**src/rtl/custom_afifo_pkg.sv**
```systemverilog
// Shared helpers for the async FIFO read side: Gray/binary pointer
// conversion and the depth of the read-side output buffer.
package custom_afifo_pkg;

    localparam int OUTBUF_DEPTH = 2;

    // Conversions run on a fixed wide word. Callers zero-extend into it and
    // truncate the result, so one function pair serves every pointer width.
    localparam int PTR_MAX_W = 32;
    typedef logic [PTR_MAX_W-1:0] ptr_word_t;

    function automatic ptr_word_t bin2gray(input ptr_word_t b);
        return b ^ (b >> 1);
    endfunction

    function automatic ptr_word_t gray2bin(input ptr_word_t g);
        ptr_word_t b;
        b[PTR_MAX_W-1] = g[PTR_MAX_W-1];
        for (int i = PTR_MAX_W - 2; i >= 0; i--) begin
            b[i] = b[i+1] ^ g[i];
        end
        return b;
    endfunction

endpackage

```
**src/rtl/custom_afifo_outbuf.sv**
```systemverilog
// Two-entry FIFO that holds RAM read data until the consumer accepts it.
// Pop and push in the same cycle shift and refill with no bubble.
module custom_afifo_outbuf
    import custom_afifo_pkg::*;
#(
    parameter int DATASIZE = 8
) (
    input  logic                clk_i,
    input  logic                rst_i,
    input  logic                push_i,
    input  logic [DATASIZE-1:0] push_data_i,
    input  logic                pop_i,
    output logic [DATASIZE-1:0] head_o,
    output logic [1:0]          count_o
);

    localparam logic [1:0] CNT_FULL = 2'(OUTBUF_DEPTH);

    logic [DATASIZE-1:0] mem_q [OUTBUF_DEPTH];
    logic [DATASIZE-1:0] mem_d [OUTBUF_DEPTH];
    logic [1:0]          cnt_q;
    logic [1:0]          cnt_d;

    always_comb begin
        mem_d = mem_q;
        cnt_d = cnt_q;
        if (pop_i && (cnt_q != 2'd0)) begin
            mem_d[0] = mem_q[1];
            cnt_d    = cnt_q - 2'd1;
        end
        // Push lands in the first free slot after any pop has been applied.
        if (push_i && (cnt_d != CNT_FULL)) begin
            mem_d[cnt_d[0]] = push_data_i;
            cnt_d           = cnt_d + 2'd1;
        end
    end

    always_ff @(posedge clk_i) begin
        if (rst_i) begin
            cnt_q <= 2'd0;
            for (int i = 0; i < OUTBUF_DEPTH; i++) begin
                mem_q[i] <= '0;
            end
        end else begin
            cnt_q <= cnt_d;
            mem_q <= mem_d;
        end
    end

    assign head_o  = mem_q[0];
    assign count_o = cnt_q;

endmodule

```
**src/rtl/custom_rptr_empty_stream.sv**
```systemverilog
// Async FIFO read side: read pointers, empty/almost-empty flags, and a
// valid/ready output stream. Optional rd_level output: CUSTOM_RFIFO_LEVEL_EN.
module custom_rptr_empty_stream
    import custom_afifo_pkg::*;
#(
    parameter int ADDRSIZE = 4,
    parameter int DATASIZE = 8
) (
    input  logic                rclk_i,
    input  logic                rrst_i,
    input  logic [ADDRSIZE:0]   wptr_sync2_rdclk,
    output logic                rd_en,
    output logic [ADDRSIZE-1:0] rd_addr,
    input  logic [DATASIZE-1:0] rd_data_i,
    output logic [ADDRSIZE:0]   rptr_g,
    output logic                fifo_empty,
    output logic                fifo_almost_empty,
    output logic [DATASIZE-1:0] dout,
    output logic                dout_valid,
    input  logic                dout_ready
`ifdef CUSTOM_RFIFO_LEVEL_EN
    ,
    output logic [ADDRSIZE:0]   rd_level
`endif
);

    localparam int PW = ADDRSIZE + 1;

    logic [ADDRSIZE:0] rbin_q;
    logic [ADDRSIZE:0] rptr_g_q;
    logic              empty_q;
    logic              aempty_q;
    logic              inflight_q;

    logic [ADDRSIZE:0] rbin_next;
    logic [ADDRSIZE:0] rgray_next;
    logic [ADDRSIZE:0] wbin_s;
    logic [ADDRSIZE:0] wdist_next;
    logic [1:0]        buf_cnt;
    logic [1:0]        occ;
    logic [1:0]        occ_after;
    logic              pop;

    // Stream handshake: a word transfers on every cycle where dout_valid and
    // dout_ready are both high; dout is held stable while valid and not ready.
    assign dout_valid = (buf_cnt != 2'd0);
    assign pop        = dout_valid & dout_ready;

    // Words in the buffer plus the RAM read still in flight; a read is issued
    // only if there will be room for its data, which this cycle's pop frees.
    assign occ       = buf_cnt + {1'b0, inflight_q};
    assign occ_after = occ - {1'b0, pop};
    assign rd_en     = ~empty_q & (occ_after < 2'd2);

    assign rbin_next  = rbin_q + {{ADDRSIZE{1'b0}}, rd_en};
    assign rgray_next = PW'(bin2gray(PTR_MAX_W'(rbin_next)));
    assign wbin_s     = PW'(gray2bin(PTR_MAX_W'(wptr_sync2_rdclk)));
    assign wdist_next = wbin_s - rbin_next;

    always_ff @(posedge rclk_i) begin
        if (rrst_i) begin
            rbin_q     <= '0;
            rptr_g_q   <= '0;
            empty_q    <= 1'b1;
            aempty_q   <= 1'b1;
            inflight_q <= 1'b0;
        end else begin
            rbin_q     <= rbin_next;
            rptr_g_q   <= rgray_next;
            empty_q    <= (rgray_next == wptr_sync2_rdclk);
            aempty_q   <= (wdist_next <= PW'(1));
            inflight_q <= rd_en;
        end
    end

    assign rd_addr           = rbin_q[ADDRSIZE-1:0];
    assign rptr_g            = rptr_g_q;
    assign fifo_empty        = empty_q;
    assign fifo_almost_empty = aempty_q;

    // Reset clears inflight_q, so data returning from a read issued just
    // before reset is never pushed.
    custom_afifo_outbuf #(
        .DATASIZE (DATASIZE)
    ) u_outbuf (
        .clk_i       (rclk_i),
        .rst_i       (rrst_i),
        .push_i      (inflight_q),
        .push_data_i (rd_data_i),
        .pop_i       (pop),
        .head_o      (dout),
        .count_o     (buf_cnt)
    );

`ifdef CUSTOM_RFIFO_LEVEL_EN
    logic [1:0]        occ_next;
    logic [ADDRSIZE:0] rd_level_q;

    assign occ_next = occ_after + {1'b0, rd_en};

    always_ff @(posedge rclk_i) begin
        if (rrst_i) begin
            rd_level_q <= '0;
        end else begin
            rd_level_q <= wdist_next + PW'(occ_next);
        end
    end

    assign rd_level = rd_level_q;
`else
    // Without the level output, occupancy only steers read issue.
`endif

endmodule

```
**config.mk**
```make
export PLATFORM = sky130hd
export DESIGN_NAME = custom_rptr_empty_stream
export DESIGN_NICKNAME = d
export VERILOG_FILES = /design/src/rtl/custom_afifo_pkg.sv /design/src/rtl/custom_afifo_outbuf.sv /design/src/rtl/custom_rptr_empty_stream.sv
export SDC_FILE = /design/constraint.sdc
export NUM_CORES = 1
export LEC_CHECK = 0
export BUFFER_PORTS_ARGS = -buffer_cell sky130_fd_sc_hd__buf_2
export CAP_MARGIN = 5
export CORE_UTILIZATION = 24
export CTS_CLUSTER_DIAMETER = 200
export DETAILED_ROUTE_END_ITERATION = 7
export GPL_TIMING_DRIVEN = 0
export HOLD_SLACK_MARGIN = 0.02
export PLACE_DENSITY = 0.47
export SKIP_CTS_REPAIR_TIMING = 1
export SYNTH_ARGS = -nofsm -noshare
export SYNTH_HDL_FRONTEND = slang
export SYNTH_SLANG_ARGS = --single-unit
```
**constraint.sdc**
```tcl
create_clock -name rclk_i -period 8.9 [get_ports rclk_i]
set_input_delay 1.78 -clock rclk_i [delete_from_list [all_inputs] [get_ports rclk_i]]
set_output_delay 1.78 -clock rclk_i [all_outputs]
set_load 0.03 [all_outputs]
```
==> impl_metrics.env, run 1 <==
export IMPL_syn_to_final_growth_pct=21.4
export IMPL_fp_dieW_um=85.4
export IMPL_regToRegStartpoint="u_outbuf.count_o[1]"
export IMPL_wl_per_cell_um=11.8
export IMPL_hold_violations=0
export IMPL_end_kind="output pin"
export IMPL_drtIter0Drc=60
export IMPL_nFillCells=747
export IMPL_synth_common_cells="dfxtp_1, nor2_1, mux2i_1"
export IMPL_synth_area_sq_um=1670
export IMPL_crit_cells=9
export IMPL_syn_avg_cell_area_sq_um=9.87
export IMPL_synth_top_area_cell="dfxtp_1"
export IMPL_power_per_cell_area_nw_per_um2=291
export IMPL_relSlewSlack_pct=50.9
export IMPL_hp_class="flop to flop"
export IMPL_syn_num_nets=195
export IMPL_dpl_hpwl_um=2570
export IMPL_r2r_cells=17
export IMPL_yosysSeqAreaShare_pct=36.0
export IMPL_cp_cell_sequence="buf_2 -> nand2b_1 -> clkbuf_1 -> inv_1 -> ha_1 -> nor2b_1 -> xnor2_1 -> nor2_1 -> buf_2"
export IMPL_grt_pass1_vias=1189
export IMPL_synth_enable_flop_cells=0
export IMPL_htree_levels=2
export IMPL_timing_rr_end="fifo_almost_empty"
export IMPL_cp_start_kind="primary input"
export IMPL_cts_max_path_buffers=2
export IMPL_status="complete, no violations"
export IMPL_synthDominantCellAreaShare_pct=36.0
export IMPL_critPathMostFrequentCell="buf_2"
export IMPL_worstHoldStart="fifo_empty"
export IMPL_crit_family="buffers and inverters"
export IMPL_clk_latency_ns=0.28
export IMPL_cap_violations=0
export IMPL_instances_no_fill=290
export IMPL_grt_ovfl_total=0
export IMPL_yosysWarnings=0
export IMPL_finalSetupViolCount=0
export IMPL_drive_gt1_share_pct=28.1
export IMPL_required_ns=7.12
export IMPL_ant_nets=0
export IMPL_r2r_slack_ns=4.78
export IMPL_wl_um=3430
export IMPL_synth_seq_cells=30
export IMPL_cts_buffers=5
export IMPL_finalCritPeriodShare_pct=61.1
export IMPL_grt_pass1_wl_um=5770
export IMPL_maxSlewViolCount=0
export IMPL_crit_path_top_delay_cell="clkbuf_1"
export IMPL_io_buffers=33
export IMPL_yosys_cell_types_count=32
export IMPL_syn_instance_count=169
export IMPL_drc_errors=0
export IMPL_die_area_sq_um=7290
export IMPL_fmaxAchievable_mhz=184
export IMPL_post_route_util_pct=30.0
export IMPL_total_power_w=0.000588
export IMPL_crit_path_max_incr_delay_ns=0.57
export IMPL_antenna_found_initial=0
export IMPL_skew_ns=0.00813
export IMPL_cp_data_arrival_time_ns=3.66
export IMPL_antenna_cells=0
export IMPL_ioPinCount=37
export IMPL_tritoncts="built"
export IMPL_first_pass_iters=3
export IMPL_worstHoldEndpoint="inflight_q"
export IMPL_vias=1203
export IMPL_p_leak_nw=0.933
export IMPL_cts_num_sinks=30
export IMPL_gp_congestion=0.701
export IMPL_place_inst=282
export IMPL_path_max_fanout=10
export IMPL_grtUsageTotal_pct=10.2
export IMPL_synth_area_leaders="dfxtp_1, mux2i_1, ha_1, nor2_1, xnor2_1"
export IMPL_die_h_um=85.4
export IMPL_hold_depth=1
export IMPL_grt_max_degree=11
export IMPL_initial_core_util_pct=24.7
export IMPL_nets=235
export IMPL_rows=30
export IMPL_cts_clk_slew_worst_paths_ns=0.06
export IMPL_period_needed_ns=5.44
export IMPL_peakVddDrop_uv=60.3
export IMPL_path_class="primary input to output pin"
export IMPL_rsz0062_at_grt="false"
export IMPL_viasPerCell=4.15
export IMPL_cts_root_buffer="clkbuf_8"
export IMPL_yosysMostFrequentCell="dfxtp_1"
export IMPL_setup_tns_final_ns=0
export IMPL_path_buf_inv=4
export IMPL_async_flop_share_pct=0
export IMPL_synth_main_ff_cell="dfxtp_1"
export IMPL_worstMarginPinSlew_ns=0.737
export IMPL_coreArea_sq_um=6760
[layout by cell type, fill, tap and decap left out, types with 2 or more instances in the layout]
cell	count
a211oi_1	9
a21oi_1	2
and3_4	2
buf_2	34
buf_4	8
clkbuf_1	6
clkbuf_8	6
dfxtp_1	30
ha_1	9
inv_1	10
mux2i_1	17
nand2_1	3
nand2b_1	2
nor2_1	27
nor2b_1	6
o21ai_0	2
or4b_2	3
xnor2_1	11
xnor2_4	2
xor2_1	7
[cells by family after synthesis]
| family | Yosys count | synth area share (%) |
|---|---|---|
| AND/OR/NAND/NOR | 47 | 14.3 |
| adder cells (fa/ha/maj) | 10 | 7.95 |
| XOR/XNOR | 22 | 15.5 |
| buffers and inverters | 26 | 8.18 |
| AO/OA/AOI/OAI | 17 | 7.80 |
| multiplexers | 17 | 10.2 |
| flip-flops | 30 | 36.0 |
[worst max-delay path by stage]
stage                     startpoint  endpoint  slack, ns
after CTS                 dout_ready     rd_en       3.38
after global routing      dout_ready     rd_en       3.25
after floorplan           dout_ready     rd_en       3.78
after global placement    dout_ready     rd_en       3.43
after detailed placement  dout_ready     rd_en       3.42
final                     dout_ready     rd_en       3.46
[routing by layer]
metal	routed length, um	part of all wire [%]	global-route usage, %	up-vias
li1	-	-	-	634
met2	1510	44	16.2	23
met5	0	0	0	-
met4	34	0.99	2.73	0
met3	158	4.6	3.21	4
met1	1720	50	13.4	542
[layout make-up]
| type | instances | area (sq um) | area share [%] |
|---|---|---|---|
| buffer | 16 | 98.8 | 4.88 |
| clock buffer | 7 | 86.3 | 4.26 |
| clock inverter | 1 | 5.00 | 0.247 |
| inverter | 10 | 37.5 | 1.85 |
| multi-input combinational | 113 | 931 | 46.0 |
| sequential | 30 | 601 | 29.7 |
| tap | 80 | 100 | 4.94 |
| timing repair buffer | 33 | 165 | 8.16 |
[worst reg2reg max path: stages, from the launching register on]
cell	delay, ns
dfxtp_1	0.33
inv_1	0.06
ha_1	0.14
nand2b_1	0.12
clkbuf_1	0.57
inv_1	0.10
ha_1	0.35
nor2b_1	0.15
xnor2_1	0.16
nor2_1	0.11
ha_1	0.23
ha_1	0.41
inv_1	0.14
ha_1	0.30
nor2b_1	0.13
a221oi_1	0.38
xnor2_1	0.14
o41ai_2	0.20
[power breakdown]
part	switching, W	leakage (nW)	internal, W
combinational	0.000175	0.640	0.000123
sequential	0.0000152	0.245	0.000164
clock	0.0000492	0.0482	0.0000623
total	0.000239	0.933	0.000349
[stage by stage]
stage               cell area, sq um  hold WS (ns)  setup slack (ns)
global route                    2020         0.483              3.25
global placement                1930         0.438              3.43
CTS                             2020         0.446              3.38
floorplan                       1670         0.460              3.78
detailed placement              1930         0.437              3.42
finish                          2020         0.443              3.46
Power figures use the tool's default switching activity.
==> run 2, diff against run 1 <==
Settings changed: PLACE_DENSITY 0.47 to 0.48.
Clock period 8.9 ns to 4.4 ns, I/O delays scaled along.
==> run 2 against run 1 <==
Effect of this change:
- non-clock buffer count did not move
- critical path depth rose by 7
- design area fell by 0.37%
- register-to-register slack got worse by 4.2 ns
- critical endpoint is now fifo_almost_empty
- setup slack got worse by 3.0 ns
- critical path type is now primary input to flop
- routed wire length rose by 1.1%
- core utilization fell by 0.11 points
- flip-flop and latch count did not move
==> impl_metrics.env, run 2 (synthesized netlist as in run 1, its figures left out) <==
export IMPL_cap_violations=0
export IMPL_die_area_sq_um=7290
export IMPL_place_area_sq_um=1930
export IMPL_status="complete, no violations"
export IMPL_finalSetupViolCount=0
export IMPL_antenna_found_initial=0
export IMPL_route_met3_wl_um=130
export IMPL_finalInstanceArea_sq_um=2020
export IMPL_rsz0062_at_grt="false"
export IMPL_power_per_cell_area_nw_per_um2=587
export IMPL_cts_root_buffer="clkbuf_8"
export IMPL_worstMarginPinSlew_ns=0.640
export IMPL_vias=1209
export IMPL_required_ns=4.58
export IMPL_drtIter0Drc=41
export IMPL_htree_levels=2
export IMPL_grtUsageTotal_pct=10.1
export IMPL_wl_per_cell_um=12.0
export IMPL_r2r_slack_ns=0.58
export IMPL_syn_to_final_growth_pct=20.9
export IMPL_dr_max_layer_used="met4"
export IMPL_setup_tns_final_ns=0
export IMPL_cts_num_sinks=30
export IMPL_worst_slack_ns=0.452
export IMPL_drive_gt1_share_pct=28.4
export IMPL_hold_violations=0
export IMPL_coreArea_sq_um=6760
export IMPL_gp_congestion=0.688
export IMPL_ant_nets=0
export IMPL_clk_latency_ns=0.28
export IMPL_p_leak_nw=0.931
export IMPL_crit_family="adder cells"
export IMPL_critPathMostFrequentCell="ha_1"
export IMPL_crit_path_max_incr_delay_ns=0.41
export IMPL_skew_ns=0.00494
export IMPL_die_h_um=85.4
export IMPL_cts_clk_slew_worst_paths_ns=0.06
export IMPL_crit_path_top_delay_cell="ha_1"
export IMPL_peakVddDrop_uv=181
export IMPL_rows=30
export IMPL_fmaxAchievable_mhz=253
export IMPL_path_class="primary input to flop"
export IMPL_drc_errors=0
export IMPL_ioPinCount=37
export IMPL_wl_um=3470
export IMPL_period_needed_ns=3.95
export IMPL_dpl_hpwl_um=2560
export IMPL_cp_start_kind="primary input"
export IMPL_maxSlewViolCount=0
export IMPL_grt_pass1_vias=1117
export IMPL_viasPerCell=4.20
export IMPL_cp_data_arrival_time_ns=4.13
export IMPL_path_buf_inv=4
export IMPL_initial_core_util_pct=24.7
export IMPL_fp_dieW_um=85.4
export IMPL_io_buffers=33
export IMPL_cp_cell_sequence="buf_2 -> nand2b_1 -> clkbuf_2 -> inv_1 -> ha_1 -> nor2b_1 -> xnor2_1 -> nor2_1 -> ha_1 -> ha_1 -> inv_1 -> ha_1 -> nor2b_1 -> a221oi_1 -> xnor2_1 -> o41ai_2"
export IMPL_dr_wl_met2_um=1470
export IMPL_finalCritPeriodShare_pct=89.7
export IMPL_hp_class="flop to flop"
export IMPL_tritoncts="built"
export IMPL_final_cell_mix="buf_2, dfxtp_1, nor2_1, mux2i_1, xnor2_1"
export IMPL_dp_slack_ns=-0.165
export IMPL_cts_buffers=5
export IMPL_relSlewSlack_pct=57.3
export IMPL_path_max_fanout=10
export IMPL_grt_pass1_wl_um=5710
export IMPL_grt_max_degree=11
export IMPL_wl_met1_um=1810
export IMPL_mostFrequentLayoutCell="buf_2"
export IMPL_nets=235
export IMPL_end_kind="flop"
export IMPL_first_pass_iters=4
export IMPL_cts_max_path_buffers=2
export IMPL_antenna_cells=0
export IMPL_grt_ovfl_total=0
==> run 2: power by group <==
group | internal, W | total [W] | switching (W)
registers | 0.000332 | 0.000363 | 0.0000311
logic | 0.000249 | 0.000604 | 0.000355
clock network | 0.000120 | 0.000217 | 0.0000965
total | 0.000702 | 0.00118 | 0.000482
==> run 2: worst reg2reg max path: stages (launching register included) <==
cell,delay (ns)
dfxtp_1,0.32
inv_1,0.06
ha_1,0.15
nand2b_1,0.12
clkbuf_2,0.31
inv_1,0.08
ha_1,0.34
nor2b_1,0.15
xnor2_1,0.16
nor2_1,0.11
ha_1,0.22
ha_1,0.41
inv_1,0.14
ha_1,0.30
nor2b_1,0.13
a221oi_1,0.37
xnor2_1,0.15
o41ai_2,0.20
==> run 2: worst paths after layout <==
kind	depth (start not counted)	from	to
max	16	dout_ready	fifo_almost_empty
min	1	fifo_empty	inflight_q
max reg2reg	17	u_outbuf.count_o[1]	fifo_almost_empty
min reg2reg	1	fifo_empty	inflight_q
==> run 2: final cells by class <==
class | count | area (sq um)
Multi-Input combinational cell | 113 | 931
Fill cell | 712 | 4740
Clock buffer | 6 | 82.6
Sequential cell | 30 | 601
Timing Repair Buffer | 33 | 165
Tap cell | 80 | 100
Buffer | 16 | 100
Inverter | 10 | 37.5
==> run 2: metal layers <==
layer,up-vias,GRT usage [%]
li1,636,-
met1,544,14.9
met2,23,14.1
met3,6,2.72
met4,0,3.64
met5,-,0
==> run 2: metrics by stage <==
stage / util [%] / std cells / power (W) / hold slack (ns)
6_report: 29.9 / 288 / 0.00118 / 0.452
5_1_grt: 29.9 / 288 / 0.00128 / 0.482
4_1_cts: 29.8 / 288 / 0.00120 / 0.456
3_5_place_dp: 28.6 / 282 / 0.000978 / 0.448
3_3_place_gp: 28.6 / 282 / 0.000970 / 0.439
2_1_floorplan: - / 169 / 0.000835 / 0.460
